$ cat src/rtl/rot_share_pkg.sv
// Shared types and derivation helpers for the rotator-sharing arbiter.
package rot_share_pkg;

    localparam int DEF_W     = 8;
    localparam int DEF_N_REQ = 4;

    typedef enum logic {
        IDLE = 1'b0,
        HOLD = 1'b1
    } state_t;

    function automatic int calc_aw(input int w);
        return (w <= 2) ? 1 : $clog2(w);
    endfunction

    function automatic int calc_idw(input int n);
        return (n <= 2) ? 1 : $clog2(n);
    endfunction

endpackage

$ cat src/rtl/rot_core.sv
// Combinational log-stage rotator; stage gi rotates by 2**gi when amt[gi] is set.
// Optional ROT_SHARE_DIR_EN adds a dir input (1 = rotate left, 0 = rotate right).
module rot_core
    import rot_share_pkg::*;
#(
    parameter int W  = DEF_W,
    localparam int AW = calc_aw(W)
) (
    input  logic [W-1:0]  data,
    input  logic [AW-1:0] amt,
`ifdef ROT_SHARE_DIR_EN
    input  logic          dir,
`endif
    output logic [W-1:0]  result
);

    logic [W-1:0] stage [AW+1];

    assign stage[0] = data;

    generate
        for (genvar gi = 0; gi < AW; gi++) begin : g_stage
            localparam int SH = 2 ** gi;
            logic [W-1:0] rot_r;
            logic [W-1:0] rot_l;
            assign rot_r = (stage[gi] >> SH) | (stage[gi] << (W - SH));
            assign rot_l = (stage[gi] << SH) | (stage[gi] >> (W - SH));
`ifdef ROT_SHARE_DIR_EN
            assign stage[gi+1] = !amt[gi] ? stage[gi] : (dir ? rot_l : rot_r);
`else
            assign stage[gi+1] = amt[gi] ? rot_r : stage[gi];
`endif
        end
    endgenerate

    assign result = stage[AW];

endmodule

$ cat src/rtl/rot_share_arb.sv
// Round-robin arbiter feeding one shared rotator into a single-entry output stage.
// Optional ROT_SHARE_DIR_EN adds per-request direction (req_dir) and echoes it on rsp_dir.
module rot_share_arb
    import rot_share_pkg::*;
#(
    parameter int N_REQ = DEF_N_REQ,
    parameter int W     = DEF_W,
    localparam int AW   = calc_aw(W),
    localparam int IDW  = calc_idw(N_REQ)
) (
    input  logic                clk,
    input  logic                rst,
    input  logic [N_REQ-1:0]    req_valid,
    output logic [N_REQ-1:0]    req_ready,
    input  logic [N_REQ*W-1:0]  req_data,
    input  logic [N_REQ*AW-1:0] req_amt,
`ifdef ROT_SHARE_DIR_EN
    input  logic [N_REQ-1:0]    req_dir,
    output logic                rsp_dir,
`endif
    output logic                rsp_valid,
    input  logic                rsp_ready,
    output logic [W-1:0]        rsp_data,
    output logic [IDW-1:0]      rsp_id
);

    state_t         state_reg;
    logic [IDW-1:0] rr_ptr_reg;
    logic           rsp_valid_reg;
    logic [W-1:0]   rsp_data_reg;
    logic [IDW-1:0] rsp_id_reg;

    logic           found;
    logic [IDW-1:0] grant;
    logic           can_accept;
    logic           xfer;
    logic [W-1:0]   sel_data;
    logic [AW-1:0]  sel_amt;
    logic [W-1:0]   rot_result;

    // Scan from rr_ptr upward with wrap; first valid requester wins.
    always_comb begin
        int idx;
        found = 1'b0;
        grant = '0;
        idx   = 0;
        for (int k = 0; k < N_REQ; k++) begin
            idx = int'(rr_ptr_reg) + k;
            if (idx >= N_REQ) idx = idx - N_REQ;
            if (!found && req_valid[idx[IDW-1:0]]) begin
                found = 1'b1;
                grant = idx[IDW-1:0];
            end
        end
    end

    assign can_accept = (state_reg == IDLE) || rsp_ready;
    // Gated by rst so nothing is offered while reset is held.
    assign xfer       = found && can_accept && !rst;

    always_comb begin
        req_ready = '0;
        if (xfer) req_ready[grant] = 1'b1;
    end

    assign sel_data = req_data[int'(grant)*W +: W];
    assign sel_amt  = req_amt[int'(grant)*AW +: AW];

    rot_core #(.W(W)) u_rot_core (
        .data   (sel_data),
        .amt    (sel_amt),
`ifdef ROT_SHARE_DIR_EN
        .dir    (req_dir[grant]),
`endif
        .result (rot_result)
    );

`ifdef ROT_SHARE_DIR_EN
    logic rsp_dir_reg;
    always_ff @(posedge clk or posedge rst) begin
        if (rst)       rsp_dir_reg <= 1'b0;
        else if (xfer) rsp_dir_reg <= req_dir[grant];
    end
    assign rsp_dir = rsp_dir_reg;
`endif

    always_ff @(posedge clk or posedge rst) begin
        if (rst) begin
            state_reg     <= IDLE;
            rr_ptr_reg    <= '0;
            rsp_valid_reg <= 1'b0;
            rsp_data_reg  <= '0;
            rsp_id_reg    <= '0;
        end else begin
            if (xfer) begin
                rsp_data_reg <= rot_result;
                rsp_id_reg   <= grant;
                if (int'(grant) == N_REQ - 1) rr_ptr_reg <= '0;
                else                          rr_ptr_reg <= grant + 1'b1;
            end
            case (state_reg)
                IDLE: begin
                    if (xfer) begin
                        state_reg     <= HOLD;
                        rsp_valid_reg <= 1'b1;
                    end
                end
                HOLD: begin
                    if (rsp_ready && !xfer) begin
                        state_reg     <= IDLE;
                        rsp_valid_reg <= 1'b0;
                    end
                end
                default: begin
                    state_reg     <= IDLE;
                    rsp_valid_reg <= 1'b0;
                end
            endcase
        end
    end

    assign rsp_valid = rsp_valid_reg;
    assign rsp_data  = rsp_data_reg;
    assign rsp_id    = rsp_id_reg;

endmodule

$ cat config.mk
export PLATFORM = sky130hd
export DESIGN_NAME = rot_share_arb
export DESIGN_NICKNAME = d
export VERILOG_FILES = /design/src/rtl/rot_share_pkg.sv /design/src/rtl/rot_core.sv /design/src/rtl/rot_share_arb.sv
export SDC_FILE = /design/constraint.sdc
export NUM_CORES = 1
export LEC_CHECK = 0
export BUFFER_PORTS_ARGS = -buffer_cell sky130_fd_sc_hd__buf_4
export CAP_MARGIN = 0
export CORE_ASPECT_RATIO = 0.75
export CORE_MARGIN = 2
export CORE_UTILIZATION = 41
export DETAILED_ROUTE_END_ITERATION = 10
export PLACE_DENSITY_LB_ADDON = 0.3
export SYNTH_ARGS = -nofsm -noshare
export SYNTH_HDL_FRONTEND = slang
export SYNTH_SLANG_ARGS = --single-unit
$ cat constraint.sdc
create_clock -name clk -period 2.4 [get_ports clk]
set_clock_uncertainty 0.05 [all_clocks]
set_input_delay 0.48 -clock clk [delete_from_list [all_inputs] [get_ports clk]]
set_output_delay 0.48 -clock clk [all_outputs]
set_load 0.05 [all_outputs]
Word-level counts from Yosys, hierarchy flattened
Index checks and enable logic that the tools add are counted.

Flip-flop bits (word level): 14. Input port bits: 51. Word-level logic and storage cells: 80. Output and inout bits: 15.

Shift operators: 2. Multipliers: 1. Equal/unequal tests: 3. Add/sub/neg operators: 8. Reduce and logical (&&, ||, !) cells: 14. Bitwise gates (word level): 4. Mux-type cells: 33. Order comparisons: 10.

Operator list (count): indexed part select 32 x 6 -> 8 bit (1); two-way mux 8 bit (3); two-way mux 2 bit (9); < comparator 2 x 3 -> 1 bit (second input constant) (5); two-way mux 1 bit (13); indexed part select 12 x 5 -> 3 bit (1); >= comparator 3 bit (second input constant) (3); binary-select mux 1 bit (select 2 bit) (4); OR 6 x 8 -> 8 bit (1); OR 7 x 8 -> 8 bit (1); OR 8 x 4 -> 8 bit (1); subtractor 2 x 1 -> 2 bit (second input constant) (4); logical AND 1 bit (7); adder 2 x 2 -> 3 bit (second input constant) (2); zero test 1 bit (5); multiplier 2 x 2 -> 4 bit (second input constant) (1); two-way mux 4 bit (1); one-hot mux 1 bit (2 select lines) (2); adder 2 x 1 -> 3 bit (second input constant) (1); >= comparator 2 x 3 -> 1 bit (second input constant) (1); adder 2 x 1 -> 2 bit (second input constant) (1); demux 1 bit (select 2 bit) (1); == test 2 x 1 -> 1 bit (second input constant) (1); >= comparator 2 x 1 -> 1 bit (second input constant) (1); 5 further kinds (5).

Longest topological paths before layout
Depth in word-level cells: 21. Gate-level depth with buffers: 10. Mapped depth without buffers: 8.

Modules after synthesis
From an unflattened synthesis, not the netlist that was laid out.

Cells, all modules: 187. Area, all modules: 1721.7 um^2.

Modules (own cells, without submodules): rot_share_arb (seq. area each 350.3 um^2, cells each 168, times used 1, area each 1395.1 um^2); rot_core (seq. area each 0.0 um^2, cells each 19, times used 1, area each 326.6 um^2).

Least setup slack after synthesis
OpenSTA, ideal clock, no wires.

Path type: register -> output. Start: register rr_ptr_reg[1]. End: output req_ready[0]. Data arrival time: 2.114 ns. Cell stages (with the launch flop): 8. Required time: 1.870 ns. Path slack: -0.244 ns. Buffers on the path: 1. Cells stage by stage: dfrtp_1 > mux2i_1 > nor2_1 > nor3_2 > clkbuf_1 > inv_1 > ha_1 > and3_1.

Cells in the longest elaborated chain, start to end: 19. Elaborated cells between the ends (all ways): 45. Those cells by class: 7 x add/sub; 6 x order compare; 23 x mux; 9 x reduce/logical.

Ends and longest elaborated chain: from (decl) (line rot_share_arb.sv:28) `logic [IDW-1:0] rr_ptr_reg;`; from (signal assigned) (line rot_share_arb.sv:99) `else rr_ptr_reg <= grant + 1'b1;`; branches (longest 13 deep; another with adder 2 x 1 -> 3 bit); two-way mux 2 bit (*) (line rot_share_arb.sv:50) `if (!found && req_valid[idx[IDW-1:0]]) begin`; named net grant[0] (line rot_share_arb.sv:34) `logic [IDW-1:0] grant;`; < comparator 2 x 3 -> 1 bit (implied by the code) / >= comparator 2 x 1 -> 1 bit (equally long branches) (line rot_share_arb.sv:63) `if (xfer) req_ready[grant] = 1'b1;`; logical AND 1 bit (implied by the code) (line rot_share_arb.sv:63); two-way mux 1 bit (implied by the code) (line rot_share_arb.sv:63); demux 1 bit (select 2 bit) (*) (line rot_share_arb.sv:63); two-way mux 4 bit (*) (line rot_share_arb.sv:63); to (decl) (line rot_share_arb.sv:14) `output logic [N_REQ-1:0] req_ready,`.

Mark *: on every way through the listed nets, which the timed path passes. The select of a mux whose other input is x is not followed.

Worst setup path after layout
Start: register rr_ptr_reg[1]. End: register rsp_data_reg[4] (netlist: rsp_data[4]).

Cells in the longest elaborated chain, start to end: 21. Elaborated cells between the ends (all ways): 48. Those cells by class: 7 x add/sub; 1 x mul; 4 x order compare; 2 x shift; 23 x mux; 3 x bitwise; 8 x reduce/logical.

Ends and longest elaborated chain: branches (longest 21 deep; another with adder 2 x 1 -> 3 bit); to (signal assigned) (line rot_share_arb.sv:96) `rsp_data_reg <= rot_result;`; to (decl) (line rot_share_arb.sv:30) `logic [W-1:0] rsp_data_reg;`.

Several ways; the timed one is not identified. The select of a mux whose other input is x is not followed. A chain may end at the register's enable or synchronous reset.

==> results.json <==
{
  "portBuffers": 65,
  "clk_transition_reported_paths_ns": 0.06,
  "routedWlPerCell_microns": 16.22,
  "synthXorXnorAreaFrac": 0,
  "drtIter0Drc": 44,
  "ys_ff_latch": 14,
  "crit_end": "rsp_data[4]",
  "fmax_mhz": 405.4,
  "post-place-ws_ns": -0.3287,
  "worstReg2RegStart": "rr_ptr_reg[1]",
  "clock_path_buffers": 2,
  "ys_types": 21,
  "synth_top_family_by_area": "multiplexers",
  "io_pins": 66,
  "ys_warn_count": 0,
  "syn_nets": 193,
  "grtUsageTotal": 0.2223,
  "seqCellArea_sq_um": 350.3,
  "grt_max_degree": 23,
  "place_area_sq_um": 1853,
  "cts_buffers": 3,
  "r2r_end": "rsp_data[4]",
  "peakVddDrop_mv": 1.166,
  "initial_utilization": 0.4342,
  "dp_cells": 243,
  "ant_nets": 0,
  "clkPwrFrac": 0.094,
  "hold_viol": 0,
  "antenna_cells": 0,
  "syn_inst": 138,
  "cts-root-buf": "clkbuf_8",
  "synth_mux_area_frac": 0.3470,
  "dp_hpwl_mm": 3.093,
  "antenna_found_initial": 0,
  "drt_wl_total_mm": 4.121,
  "crit_type": "reg -> reg",
  "combPwrFrac": 0.743,
  "cap_violations": 0,
  "grt-ovfl-total": 0,
  "cts_hold_buffers": 0,
  "area_delta_synth_final_pct": 67.25,
  "clk_latency_ns": 0.24,
  "fin_ws_ns": -0.06684,
  "vias": 1415,
  "cp_max_fo": 7,
  "worstSetupStartpointType": "flip-flop",
  "rsz0062_at_grt": "true",
  "drive_gt1_frac": 0.5556,
  "worst-r2r-cell-count": 11,
  "multiInputGateArea_sq_um": 1017,
  "h-tree-depth": 1,
  "period_minus_slack_ns": 2.467,
  "grt_pass1_vias": 1353,
  "nFillCells": 236,
  "p_leak_uw": 0.001063,
  "slew_violations": 0,
  "grt_pass1_wl_mm": 5.961,
  "slew_headroom": 0.6407,
  "setup_viol": 8,
  "whs_ns": 0.2494,
  "first_pass_iters": 4,
  "cp.arrival_ns": 2.57,
  "outcome": "complete, but fails checks",
  "violations": "setup timing",
  "cp-end-kind": "flip-flop",
  "p_sw_uw": 1155,
  "synthAdderAreaFrac": 0.03899,
  "final_area_sq_um": 2147,
  "crit_path_start": "rr_ptr_reg[1]",
  "placementRows": 17,
  "power.density_nw_per_um2": 1138,
  "reg2reg_slack_ns": -0.07,
  "swShare": 0.4728,
  "synth_compound_area_frac": 0.1754,
  "viasPerCell": 5.571,
  "syn_area_per_cell_sq_um": 9.302,
  "dieArea_sq_um": 3599,
  "largest_reg_flops": 8,
  "chipHeight_microns": 52.46,
  "core_sq_um": 2957,
  "stdcell_count": 254,
  "hold_class": "in -> async",
  "synth-seq-area-share": 0.2729,
  "drc": 0,
  "synthSimpleGateAreaFrac": 0.1101,
  "dieWidth_microns": 68.61,
  "syn_area_sq_um": 1284,
  "worst_slew_pin_slew_ns": 0.5384,
  "nNetsFinal": 272,
  "finalCritPeriodShare": 1.028,
  "cts.sink_count": 14,
  "internal-power_uw": 1288,
  "cts_tree": "yes",
  "p_seq_frac": 0.163,
  "cp_data_required_time_ns": 2.50,
  "gp_congestion": 0.8630
}
## synthesized netlist by cell type
library cell	n	area share
o22ai_2	1	0.0097
and3_1	4	0.019
inv_1	4	0.012
buf_6	3	0.026
o31ai_1	8	0.047
clkbuf_1	6	0.018
nor3b_1	1	0.0059
or2_2	1	0.0049
nor2_1	4	0.012
mux2_2	12	0.11
dfrtp_1	14	0.27
nand2b_1	3	0.015
mux2i_1	31	0.24
nand2_1	14	0.041
o21ai_0	4	0.016
ha_1	4	0.039
o21a_1	1	0.0059
a21oi_1	5	0.019
o22ai_1	16	0.078
nor4_1	1	0.0049
nor3_2	1	0.0078
## cells by family after synthesis
group,after synthesis
fa+ha+maj,4
compound gates,35
flops,14
mux,43
buf+inv,13
simple gates,29
## worst min-delay path by stage
stage	endpoint	startpoint	cells after the start
after floorplan	rr_ptr_reg[0]	rst	1
after global placement	rsp_valid	state_reg	1
after detailed placement	rsp_valid	state_reg	1
after CTS	state_reg	rst	2
after global routing	state_reg	rst	2
final	state_reg	rst	2
## what timing repair did
item / 4_1_cts / 5_1_grt
setup endpoints to repair: 12 / 12
pin swaps: 2 / 8
resized for setup: 25 / 12
buffers inserted: 5 / 2
## critical path, stage by stage, from the launching register on
cell,delay [ns]
dfrtp_1,0.40
a21oi_1,0.08
o21a_1,0.22
o22ai_4,0.26
buf_6,0.14
mux2i_1,0.17
mux2_4,0.19
buf_12,0.15
mux2i_1,0.24
buf_4,0.18
o22ai_1,0.08
o31ai_1,0.23
## layout make-up
class,count,area share
clock buffers,4,0.02564
inverters,4,0.006993
multi-input cells,111,0.4738
flip-flops and latches,14,0.1632
well taps,38,0.02214
repair buffers,83,0.3083
## metal layers
metal  GRT usage  share of wire  vias to the layer above
met1      0.2895           0.41                      697
met4     0.01000         0.0049                        0
li1            -              -                      676
met2      0.3958           0.54                       37
met5           0              0                        -
met3     0.04516          0.046                        5
## placed cells by master (no fill, tap or decap)
master	count
o21a_1	1
ha_1	3
dfrtp_1	14
nand2b_2	1
buf_12	1
o21ai_0	4
nand2b_1	1
nor3_4	1
o22ai_4	1
and3_1	3
or2_4	1
ha_2	1
and3_2	1
o22ai_2	4
inv_2	2
mux2i_4	6
nor2_1	4
buf_4	75
mux2i_1	25
a21oi_1	5
o22ai_1	12
nor4_1	1
nand2_2	1
o31ai_1	8
mux2_4	3
nand2b_4	1
nor3b_4	1
clkbuf_8	4
mux2_2	9
buf_6	7
nand2_1	13
inv_1	2
## through the flow
step / utilization / total power (uW) / setup TNS, ns
2_1_floorplan: - / 1438 / 0
5_1_grt: 0.7262 / 2573 / -1.431
3_5_place_dp: 0.6267 / 1847 / -2.307
3_3_place_gp: 0.6267 / 1803 / -1.446
6_report: 0.7262 / 2443 / -0.3434
4_1_cts: 0.6974 / 2292 / -0.2692
## power groups by stage
stage,sequential [uW],clock (uW),combinational (uW)
floorplan,676,0,762
detailed placement,398,0,1450
CTS,397,232,1660
global route,408,243,1920
global placement,394,0,1410
finish,398,230,1820
Note: power is estimated with default switching activity, not from simulation.
